**src/rtl/rtc_pkg.sv**
```systemverilog
// rtc_pkg: shared FSM state encoding, owner encoding (matches sel_bus) and default watchdog limit
package rtc_pkg;
  typedef enum logic [1:0] {IDLE = 2'd0, GRANT_L = 2'd1, GRANT_E = 2'd2, RELEASE = 2'd3} state_t;
  typedef enum logic {LECT = 1'b0, ESCR = 1'b1} owner_t;
  localparam int TIMEOUT_CYCLES_DEF = 1024;
endpackage

```
**src/rtl/rtc_watchdog_cnt.sv**
```systemverilog
// rtc_watchdog_cnt: saturating cycle counter; clk/reset, clr zeroes, en counts, tc flags count == MAX-1
module rtc_watchdog_cnt #(
  parameter int MAX = 1024,
  parameter int W = 10
) (
  input  logic clk,
  input  logic reset,
  input  logic clr,
  input  logic en,
  output logic tc
);
  logic [W-1:0] cnt_q, cnt_d;
  always_comb cnt_d = clr ? '0 : (en && cnt_q != '1) ? cnt_q + W'(1) : cnt_q;
  always_ff @(posedge clk) cnt_q <= reset ? '0 : cnt_d;
  assign tc = cnt_q == W'(MAX - 1);
endmodule

```
**src/rtl/rtc_bus_arbiter.sv**
```systemverilog
// rtc_bus_arbiter: round-robin RTC bus owner; in clk/reset/req_*/fin_*, out gnt_*/sel_bus/bus_ocupado/timeout_err
module rtc_bus_arbiter
  import rtc_pkg::*;
#(
  parameter int TIMEOUT_CYCLES = TIMEOUT_CYCLES_DEF,
  parameter int TO_W = 10
) (
  input  logic clk,
  input  logic reset,
  input  logic req_lect,
  input  logic req_escr,
  input  logic fin_lect,
  input  logic fin_escr,
  output logic gnt_lect,
  output logic gnt_escr,
  output logic sel_bus,
  output logic bus_ocupado,
  output logic timeout_err
);
  state_t state_q, state_d;
  owner_t last_q, last_d;
  logic sel_q, sel_d, timeout_q, timeout_d, tc;
  rtc_watchdog_cnt #(.MAX(TIMEOUT_CYCLES), .W(TO_W)) u_wd (
    .clk(clk),
    .reset(reset),
    .clr(state_q != GRANT_L && state_q != GRANT_E),
    .en(state_q == GRANT_L || state_q == GRANT_E),
    .tc(tc)
  );
  always_comb begin
    state_d = state_q;
    last_d = last_q;
    sel_d = sel_q;
    timeout_d = 1'b0;
    case (state_q)
      IDLE:
        if (req_lect && (!req_escr || last_q == ESCR)) begin
          state_d = GRANT_L;
          sel_d = LECT;
        end else if (req_escr) begin
          state_d = GRANT_E;
          sel_d = ESCR;
        end
      GRANT_L:
        if (fin_lect || !req_lect || tc) begin
          state_d = RELEASE;
          last_d = LECT;
          timeout_d = tc && !fin_lect;
        end
      GRANT_E:
        if (fin_escr || !req_escr || tc) begin
          state_d = RELEASE;
          last_d = ESCR;
          timeout_d = tc && !fin_escr;
        end
      RELEASE: state_d = IDLE;
    endcase
  end
  always_ff @(posedge clk) begin
    state_q <= reset ? IDLE : state_d;
    last_q <= reset ? LECT : last_d;
    sel_q <= reset ? 1'b0 : sel_d;
    timeout_q <= reset ? 1'b0 : timeout_d;
  end
  assign gnt_lect = state_q == GRANT_L;
  assign gnt_escr = state_q == GRANT_E;
  assign sel_bus = sel_q;
  assign bus_ocupado = state_q != IDLE;
  assign timeout_err = timeout_q;
endmodule

```
**config.mk**
```make
export PLATFORM = sky130hd
export DESIGN_NAME = rtc_bus_arbiter
export DESIGN_NICKNAME = d
export VERILOG_FILES = /design/src/rtl/rtc_pkg.sv /design/src/rtl/rtc_watchdog_cnt.sv /design/src/rtl/rtc_bus_arbiter.sv
export SDC_FILE = /design/constraint.sdc
export NUM_CORES = 1
export LEC_CHECK = 0
export ABC_AREA = 1
export BUFFER_PORTS_ARGS = -buffer_cell sky130_fd_sc_hd__buf_2
export CORE_AREA = 3 3 55 47
export CTS_CLUSTER_SIZE = 8
export DETAILED_ROUTE_END_ITERATION = 7
export DIE_AREA = 0 0 58 50
export HOLD_SLACK_MARGIN = 0.12
export PLACE_DENSITY = 0.61
export SLEW_MARGIN = 10
export SYNTH_ARGS = -nofsm -noshare
export SYNTH_HDL_FRONTEND = slang
export SYNTH_SLANG_ARGS = --single-unit
```
**constraint.sdc**
```tcl
create_clock -name clk -period 1.9 [get_ports clk]
set_input_delay 0.285 -clock clk [delete_from_list [all_inputs] [get_ports clk]]
set_output_delay 0.285 -clock clk [all_outputs]
set_load 0.01 [all_outputs]
```
==> impl_metrics.toml <==
[route]
final_antenna_net_count = 0
viasPerCell = 4.847
firstDrtPassIters = 4
wl_mm = 1.925
wl_per_cell_um = 10.88
vias = 858
drt_iter0_drc = 29
drc = 0

[status]
status = "finished, final reports clean"

[critical_path]
required_ns = 2.13
r2r-start = "state_q[0]$_SDFFE_PP0P_"
worstSetupPathType = "flop to flop"
path_max_fanout = 7
startpoint = "state_q[0]$_SDFFE_PP0P_"
cp.arrival_ns = 1.83
rr_endpoint = "u_wd.cnt_q[4]$_SDFFE_PP0P_"
reg2reg_depth = 8
endpoint_kind = "flop"
cp-start-kind = "flop"
r2r_slack_ns = 0.30
critPathCapture = "u_wd.cnt_q[4]$_SDFFE_PP0P_"

[floorplanning]
die_area_um2 = 2900
rows = 15
initial_core_util = 0.4387
io_pins = 11
die_y_um = 50
core_um2 = 2102
fp.dieW_um = 58

[cts]
clockBufferDepth = 2
numCtsBuffers = 3
cts_root_buf = "clkbuf_4"
cts_resized = 0
cts_tree = "yes"
path_clk_slew_ns = 0.10
cts_sinks = 15
h-tree-depth = 1
clkLatencyLatePin_ns = 0.29
hold_buffers = 0
postCtsSetupRepairBufs = 0

[global_routing]
grt_pass1_wl_mm = 3.346
first_global_vias = 756
grt_max_degree = 9
antenna_found_initial = 0
grt.overflow.total = 0
grt_usage = 0.1475

[synth]
yosys.cell_types.count = 15
synth_fp_nets = 149
netlist_area_um2 = 922.1
ys_seq_area_frac = 0.3256
ys_seq_elements = 15
synthCells = 138
yosysWarnings = 0
avgSynthCellArea_um2 = 6.682

[placement]
hpwl_mm = 1.548
globalplace.congestion = 0.7879
dpl.cell_count = 173
port_buffers = 10
place_area_um2 = 1003

[min_path]
hp-class = "input pin to flop"
worstHoldPathCells = 2

[timing]
worst_pin_slew_ns = 0.3270
drv_slew = 0
maxSlewHeadroom = 0.7812
rsz0062_at_grt = "false"
fin_skew_ns = 0.005427
min_period_ns = 1.596
setup_viol = 0
tns_ns = 0
post-route-period-util = 0.8398
hold_viol = 0
timing.fmax_mhz = 626.7

[power_and_ir_drop]
clkPwrFrac = 0.181
p_leak_uw = 0.0004555
p_int_uw = 600.5
power_density_nw_per_um2 = 1020
pwr-share-seq = 0.368
switching_share = 0.4282
p_switching_uw = 449.7
comb_power_share = 0.451
ir_worst_vdd_uv = 711.4

[job]
maxCapViolCount = 0

[finish]
seqCellArea_um2 = 300.3
fillers = 219
fin_nets = 164
multi_input_area_um2 = 531.8
n_antenna_cell = 0
design_area_um2 = 1030
final_cells = 177
syn2layout_area_growth_pct = 11.67
layout-drive-gt1-share = 0.1447
[area by class of cell]
type / instances / area share
inverter: 24 / 0.08748
timing repair buffer: 10 / 0.04860
tap: 25 / 0.03038
sequential: 15 / 0.2916
clock buffer: 4 / 0.02552
multi-input combinational: 99 / 0.5164
[state kept, by name, indices dropped and copies added (netlist names)]
signal,cells
u_wd.cnt_q,10
sel_bus,1
timeout_err,1
state_q,2
last_q,1
[Yosys cell counts]
| cell | number | share of area |
|---|---|---|
| nand2_1 | 42 | 0.17 |
| inv_1 | 24 | 0.098 |
| dfxtp_1 | 15 | 0.33 |
| a21oi_1 | 11 | 0.060 |
| nor2_1 | 10 | 0.041 |
| nand3_1 | 9 | 0.049 |
| o21ai_0 | 6 | 0.033 |
| ha_1 | 5 | 0.068 |
| nand4_1 | 5 | 0.034 |
| nand2_4 | 3 | 0.037 |
| nor2_4 | 3 | 0.037 |
| o21ai_1 | 2 | 0.011 |
| a21oi_2 | 1 | 0.0095 |
| a21oi_4 | 1 | 0.018 |
| nand3_2 | 1 | 0.011 |
[worst min-delay path by stage]
stage	endpoint	slack, ns	startpoint
after global routing	state_q[0]$_SDFFE_PP0P_	0.23	reset
after floorplan	state_q[0]$_SDFFE_PP0P_	0.35	reset
after detailed placement	last_q$_SDFFE_PP0P_	0.46	last_q$_SDFFE_PP0P_
final	state_q[0]$_SDFFE_PP0P_	0.24	reset
after global placement	last_q$_SDFFE_PP0P_	0.45	last_q$_SDFFE_PP0P_
after CTS	state_q[0]$_SDFFE_PP0P_	0.23	reset
[cells by family after synthesis]
kind of cell    after synthesis  synth area share
compound gates               21            0.1303
fa+ha+maj                     5           0.06784
buf+inv                      24           0.09770
flops                        15            0.3256
simple gates                 73            0.3786
[metal layers]
metal / global-route usage / up-vias / routed length (um)
li1: - / 469 / -
met1: 0.1997 / 378 / 1017
met2: 0.2312 / 9 / 836
met3: 0.04712 / 2 / 65
met4: 0.02317 / 0 / 6
met5: 0 / - / 0
[metrics by stage]
step	worst slack [ns]	power, uW	utilization	hold slack [ns]
CTS	0.2949	1063	0.4899	0.2269
global placement	0.2961	865.5	0.4774	0.4539
floorplan	0.5103	740.7	-	0.3474
global route	0.1775	1150	0.4899	0.2272
finish	0.3043	1050	0.4899	0.2441
detailed placement	0.3086	869.3	0.4774	0.4581
[critical path, stage by stage (launching register included)]
cell and delay (ns):
dfxtp_1 0.37, inv_1 0.09, ha_1 0.41, inv_1 0.15, a21oi_4 0.23, nand2_1 0.11, nand2_1 0.07, nand2_1 0.04
nor2_1 0.08
[cells in the final DEF, fill, tap and decap left out, drive strengths merged]
cell type,n
dfxtp,15
buf,10
clkbuf,4
nand4,5
inv,24
nand3,10
nand2,45
nor2,13
ha,5
o21ai,8
a21oi,13
[power by group through the flow]
stage	registers [uW]	logic, uW	clock network, uW
global placement	393	473	0
detailed placement	392	477	0
CTS	386	478	199
floorplan	388	352	0
finish	387	474	190
global route	394	543	212
Power figures use the tool's default switching activity.
